===== config.mk =====
export PLATFORM = sky130hd
export DESIGN_NAME = javk_fetch
export DESIGN_NICKNAME = d
export VERILOG_FILES = /design/src/rtl/javk_fetch.sv
export SDC_FILE = /design/constraint.sdc
export NUM_CORES = 1
export LEC_CHECK = 0
export BUFFER_PORTS_ARGS = -buffer_cell sky130_fd_sc_hd__buf_2
export CAP_MARGIN = 10
export CORE_ASPECT_RATIO = 1.75
export CORE_MARGIN = 1
export CORE_UTILIZATION = 40
export CTS_CLUSTER_DIAMETER = 60
export DETAILED_ROUTE_END_ITERATION = 8
export MAX_ROUTING_LAYER = met4
export PLACE_DENSITY_LB_ADDON = 0.1
export SLEW_MARGIN = 20
export SYNTH_ARGS = -nofsm -noshare
export SYNTH_HDL_FRONTEND = slang
export SYNTH_SLANG_ARGS = --single-unit
export TNS_END_PERCENT = 5

===== constraint.sdc =====
create_clock -name clk -period 1.93 [get_ports clk]
set_input_delay 0.0965 -clock clk [delete_from_list [all_inputs] [get_ports clk]]
set_output_delay 0.0965 -clock clk [all_outputs]
set_load 0.05 [all_outputs]

===== src/rtl/javk_fetch.sv =====
// JAVK instruction fetch: walks the PC over the byte bus, assembles 1-3 byte
// instructions and hands them to execute over valid/ready; execute can redirect.
module javk_fetch #(
  parameter logic [15:0] RESET_PC = 16'h0000
) (
  input  logic        clk,
  input  logic        rst,
  output logic [15:0] mem_addr,
  output logic        mem_rd,
  input  logic [7:0]  mem_rdata,
  input  logic        mem_wait,
  output logic        instr_valid,
  input  logic        instr_ready,
  output logic [7:0]  instr_op,
  output logic [15:0] instr_opnd,
  output logic [1:0]  instr_len,
  output logic [15:0] instr_pc,
  input  logic        redirect_valid,
  input  logic [15:0] redirect_pc
);

  typedef enum logic [1:0] {OP, OPND1, OPND2, HOLD} state_e;

  state_e      state_q;
  logic [15:0] pc_q, pc_d;
  logic [7:0]  op_q;
  logic [15:0] opnd_q;
  logic [1:0]  len_q, len_d;
  logic [15:0] ipc_q;
  logic        capture;

  // Opcode class in the top two bits sets the instruction length.
  always_comb begin
    len_d = 2'd3;
    case (mem_rdata[7:6])
      2'b00:   len_d = 2'd1;
      2'b01:   len_d = 2'd2;
      default: len_d = 2'd3;
    endcase
  end

  assign pc_d        = pc_q + 16'd1;
  assign mem_rd      = (state_q != HOLD);
  assign mem_addr    = pc_q;
  assign capture     = mem_rd & ~mem_wait;
  assign instr_valid = (state_q == HOLD);
  assign instr_op    = op_q;
  assign instr_opnd  = opnd_q;
  assign instr_len   = len_q;
  assign instr_pc    = ipc_q;

  always_ff @(posedge clk) begin
    if (rst) begin
      state_q <= OP;
      pc_q    <= RESET_PC;
      op_q    <= '0;
      opnd_q  <= '0;
      len_q   <= '0;
      ipc_q   <= '0;
    end else if (redirect_valid) begin
      // Wins over capture and stall; any partial instruction is abandoned.
      pc_q    <= redirect_pc;
      state_q <= OP;
    end else begin
      case (state_q)
        OP: if (capture) begin
          op_q    <= mem_rdata;
          ipc_q   <= pc_q;
          opnd_q  <= '0;
          len_q   <= len_d;
          pc_q    <= pc_d;
          state_q <= (len_d == 2'd1) ? HOLD : OPND1;
        end
        OPND1: if (capture) begin
          opnd_q[7:0] <= mem_rdata;
          pc_q        <= pc_d;
          state_q     <= (len_q == 2'd2) ? HOLD : OPND2;
        end
        OPND2: if (capture) begin
          opnd_q[15:8] <= mem_rdata;
          pc_q         <= pc_d;
          state_q      <= HOLD;
        end
        HOLD: if (instr_ready) state_q <= OP;
        default: state_q <= OP;
      endcase
    end
  end

endmodule


# [Yosys cells after proc, flatten, opt, wreduce, memory -nomap -nowiden]
# Cells that the tools add are included.
[classes] add_sub_neg=1 n_eq_ne=11 mux=15 bitwise=3 n_reduce_logical=13
[ops] operator="16-bit two-way mux" n=4
[ops] operator="8-bit one-hot mux with 2 select lines" n=2
[ops] operator="16-bit by 1-bit adder with 16-bit output, second input constant" n=1
[ops] operator="4-bit AND reduction" n=3
[ops] operator="2-bit two-way mux" n=5
[ops] operator="8-bit two-way mux" n=1
[ops] operator="2-bit inequality test, second input constant" n=4
[ops] operator="2-bit one-hot mux with 4 select lines" n=1
[ops] operator="2-bit nonzero test" n=4
[ops] operator="2-bit by 1-bit equality test with 1-bit output, second input constant" n=3
[ops] operator="2-bit equality test, second input constant" n=3
[ops] operator="2-bit logical NOT" n=2
[ops] operator="2-bit one-hot mux with 2 select lines" n=1
[ops] operator="3-bit AND reduction" n=1
[ops] operator="3-bit OR reduction" n=1
[ops] operator="2-bit by 1-bit inequality test with 1-bit output, second input constant" n=1
[ops] operator="1-bit NOT" n=2
[ops] operator="2-bit AND reduction" n=1
[ops] operator="2-bit OR reduction" n=1
[ops] operator="1-bit AND" n=1
[ops] operator="1-bit two-way mux" n=1
[totals] ff_bits=60 elab_cells=50

# [Longest topological paths before layout]
[depth] ltp_word=6 depth_mapped=8 mapped_depth_nobuf=6

# [Worst setup path after synthesis]
# No wires, ideal clock.
[synth_path] kind="reg2reg" startpoint="reg pc_q[2] (netlist: mem_addr[2])" endpoint="reg pc_q[15] (netlist: mem_addr[15])" setup_ns=0.120 arrival_ns=1.831 required_ns=1.810 setup_slack_ns=-0.021 path_stages_with_launch=6 path_buffers=1 period_less_slack_ns=1.951 path_cell_list="dfxtp_1 > or3b_1 > buf_6 > nor4_4 > a21boi_1 > o31a_1"
[synth_between] elab_chain_cells=4
[synth_lines] element="from (decl)" line="25" rtl="logic [15:0] pc_q, pc_d;"
[synth_lines] element="from (signal assigned)" line="62" rtl="pc_q <= redirect_pc;"
[synth_lines] element="from (signal assigned)" line="71" rtl="pc_q <= pc_d;"
[synth_lines] element="from (signal assigned)" line="76" rtl="pc_q <= pc_d;"
[synth_lines] element="16-bit by 1-bit adder with 16-bit output" line="42" rtl="assign pc_d = pc_q + 16'd1;"
[synth_lines] element="16-bit two-way mux" line="66, 74, 79"
[synth_lines] element="16-bit two-way mux"
[synth_lines] element="16-bit two-way mux" line="60" rtl="end else if (redirect_valid) begin"
# No other way between the ends. The select of a mux whose other input is x is not followed.
# A chain may end at the register's enable or synchronous reset.

# [Worst setup path in the final report]
[layout_path] startpoint="reg state_q[0]" endpoint="reg state_q[0]"
[layout_between] elab_chain_cells=4 elab_cells_between_ends=12
[layout_lines] element="from (decl)" line="24" rtl="state_e state_q;"
[layout_lines] element="from (signal assigned)" line="72" rtl="state_q <= (len_d == 2'd1) ? HOLD : OPND1;"
[layout_lines] element="from (signal assigned)" line="77" rtl="state_q <= (len_q == 2'd2) ? HOLD : OPND2;"
[layout_lines] element="2-bit inequality test" line="43" rtl="assign mem_rd = (state_q != HOLD);"
[layout_lines] element="1-bit AND" line="45" rtl="assign capture = mem_rd & ~mem_wait;"
[layout_lines] element="2-bit inequality test (no line)"
[layout_lines] element="4-bit AND reduction (no line)"
# Several ways; a longest one is shown, not always the timed one.

==> results by group <==
GRT
  – Vias in the first global route: 2322
  – First-pass GRT wire length: 11300 um
  – Initial antenna violation count: 0
  – Total GRT Usage: 0.228
  – Largest net degree at the start of global routing: 46
  – Gr ovfl total: 0

Synth
  – Cell area after synthesis: 2610 sq um
  – Post-Synthesis Cells: 310
  – Post-synthesis cell type count: 41
  – Largest cells by area after synthesis: dfxtp_1 (46%), nand2_1 (9.2%), a21oi_1 (6.5%), nor2_1 (4.3%), a211oi_1 (3.7%)
  – #FFs+latches synth: 60
  – Syn nets: 345
  – Yosys top cell area share: 0.461
  – Area leader, netlist: dfxtp_1
  – Register area share after synthesis: 0.461
  – Synthesized area per cell: 8.41 sq um
  – Ys Warns: 0

Min path
  – Worst Hold Class: input pin to register

Route
  – DR WL/cell: between 10 and 15 um
  – Via count: around 2500
  – Routed Antenna Nets: 0
  – Residual DRC count: 0
  – DRT Wirelength: 7100 um
  – DR vias/cell: 5.13
  – First DRT Iteration DRCs: about 130
  – 1st-pass router iterations: 4

Finish
  – Share of layout cells above drive strength 1: 0.312
  – # diodes: 0
  – Share of the core filled with cells: 0.555
  – Area grow syn2layout: 32.6%
  – Final Net Count: 445
  – Fillers: 636
  – Final instance area: 3460 sq um

Clock tree
  – Num CTS Buffers: 9
  – Clk root buf: clkbuf_8
  – Clock sink count: 60
  – Clk buf depth: 2
  – CTS tree: yes
  – Worst-path clk slew: approximately 0.070 ns
  – H-tree depth: 3
  – Worst-Skew Late Latency: 0.35 ns

STA
  – Final min period: 1.86 ns
  – Fmax: about 540 MHz
  – Tcrit/Tclk final: 0.962
  – Rel. slew slack: 0.734
  – RSZ-0062 raised after global routing: true
  – Final setup viols: 0
  – Worst-margin pin slew: 0.396 ns
  – Post-route clock skew: 0.00784 ns
  – WHS: 0.0136 ns
  – Setup TNS: 0 ns
  – Pins over their slew limit: 0
  – Hold Vio Cnt, Final: 0

Floorplanning
  – Starting density of the core: 0.418
  – Placement Rows: 38
  – Core ar.: a little over 6000 sq um
  – Die W: 63.0 um
  – Die H: around 110 um
  – Die area: 6860 sq um
  – Top-Level Pins: 89

Setup path
  – R2r setup slk: 0.07 ns
  – Arrival time worst endpoint: 2.12 ns
  – Req. time, crit path: roughly 2.2 ns
  – CP max stage cell: or3_1
  – Crit-path max cell delay: 0.37 ns
  – Type of the worst setup path: register to register
  – CP Cell Sequence: buf_4 > inv_1 > ha_1 > o21ai_1 > o2111ai_2 > or3_1 > a211oi_1
  – Critical path capture point type: register
  – Startpoint types: register
  – Crit Path Max Fanout: 8

Placed design
  – Placer congestion estimate: 0.765
  – PortBufs: ~90
  – Dpl cell area: about 3200 sq um
  – Detail Placement HPWL: around 5200 um

Power
  – Power density cells: 890 nW/um^2
  – Peak VDD IR: 0.000514 V
  – Pleak: between 1.5 and 2 nW

Flow run
  – Max-Cap Viols: 0

Status
  – Outcome: complete, no violations
-- flip-flops by register name, summed over array words and instances, names as in the netlist --
register and flops:
instr_len 2, instr_op 8, instr_opnd 16, instr_pc 16, mem_addr 16, state_q 2
-- cell type report --
| cell class | count | area [sq um] | share of cell area |
|---|---|---|---|
| Clock buffer | 14 | 173 | 0.0499 |
| Clock inverter | 1 | 30.0 | 0.00869 |
| Inverter | 9 | 33.8 | 0.00977 |
| Multi-Input combinational cell | 221 | 1300 | 0.375 |
| Sequential cell | 60 | 1200 | 0.348 |
| Tap cell | 80 | 100 | 0.0290 |
| Timing Repair Buffer | 109 | 621 | 0.180 |
-- synth_stat cells, drive strengths merged --
master / count
and3: 3
nor2b: 1
o2111ai: 1
or3b: 1
and3b: 1
nand2: 64
nand3: 12
nor3: 3
o31a: 1
a21oi: 34
nor4: 6
inv: 9
and4bb: 1
a2111oi: 1
nand4: 4
dfxtp: 60
a21boi: 1
a211oi: 14
a311oi: 3
o31ai: 1
clkbuf: 17
nand4bb: 1
nor2: 30
nor3b: 1
mux2i: 1
o211ai: 1
and4: 1
o21ai: 5
xor2: 4
a22oi: 8
buf: 3
or3: 2
ha: 6
xnor2: 9
-- cells in the final DEF (no fill, tap or decap), drive strengths merged, types with 3 or more instances in the layout --
cell type    instances
nor4                 6
a211oi              14
nand2               64
a311oi               3
xor2                 4
a21oi               34
ha                   6
dlygate4sd3          4
clkbuf              14
nand4                4
buf                105
inv                  9
nor3                 3
nand3               12
dfxtp               60
and3                 3
xnor2                9
a22oi                8
nor2                30
o21ai                5
-- logic make-up (layout without fill, tap and decap cells) --
logic type | after synthesis | after routing | share of synthesized area
adder cells (fa/ha/maj) | 6 | 6 | 0.0288
AND/OR/NAND/NOR | 131 | 131 | 0.246
XOR/XNOR | 13 | 13 | 0.0437
flip-flops | 60 | 60 | 0.461
AO/OA/AOI/OAI | 70 | 70 | 0.169
buffers and inverters | 29 | 133 | 0.0475
multiplexers | 1 | 1 | 0.00384
-- where the power goes --
| part | switching, mW | internal [mW] | total [mW] | leakage, nW |
|---|---|---|---|---|
| clock network | 0.469 | 0.696 | 1.17 | 0.103 |
| logic | 0.396 | 0.171 | 0.567 | 0.918 |
| registers | 0.0476 | 1.30 | 1.34 | 0.490 |
-- per-layer routing --
metal	track usage	up-vias	routed length, um
met5	-	-	0
met4	0.125	0	129
met3	0.0513	11	317
met2	0.400	77	3840
met1	0.231	1176	2810
li1	-	1268	-
-- path summary, 6_finish.rpt --
| check | endpoint | depth (start not counted) | start |
|---|---|---|---|
| setup reg to reg | state_q[0] | 7 | state_q[0] |
| setup / recovery | state_q[0] | 7 | state_q[0] |
| hold / removal | instr_op[4] | 3 | mem_rdata[4] |
| hold reg to reg | instr_opnd[15] | 2 | instr_opnd[15] |
-- what timing repair did --
item | in CTS | in global routing
setup endpoints to repair | 0 | 13
buffers inserted | 0 | 1
endpoints found under the hold margin | 4 | 0
hold buffers | 4 | 0
resized for setup | 0 | 5
-- through the flow --
step	setup slack (ns)	power [mW]	std cells
finish	0.0731	3.08	494
global route	-0.0420	3.20	494
CTS	0.00569	3.11	493
detailed placement	0.0279	1.93	474
global placement	0.0776	1.92	474
floorplan	0.0125	1.75	310
-- worst max-delay path, delay by kind of cell, from the launching register on --
| family | cells | cell delay, ns |
|---|---|---|
| and+or+nand+nor | 1 | 0.37 |
| buffers and inverters | 2 | 0.20 |
| AOI/OAI and AO/OA | 3 | 0.57 |
| DFF | 1 | 0.34 |
| adders and majority gates | 1 | 0.28 |
(Power assumes the default switching activity.)
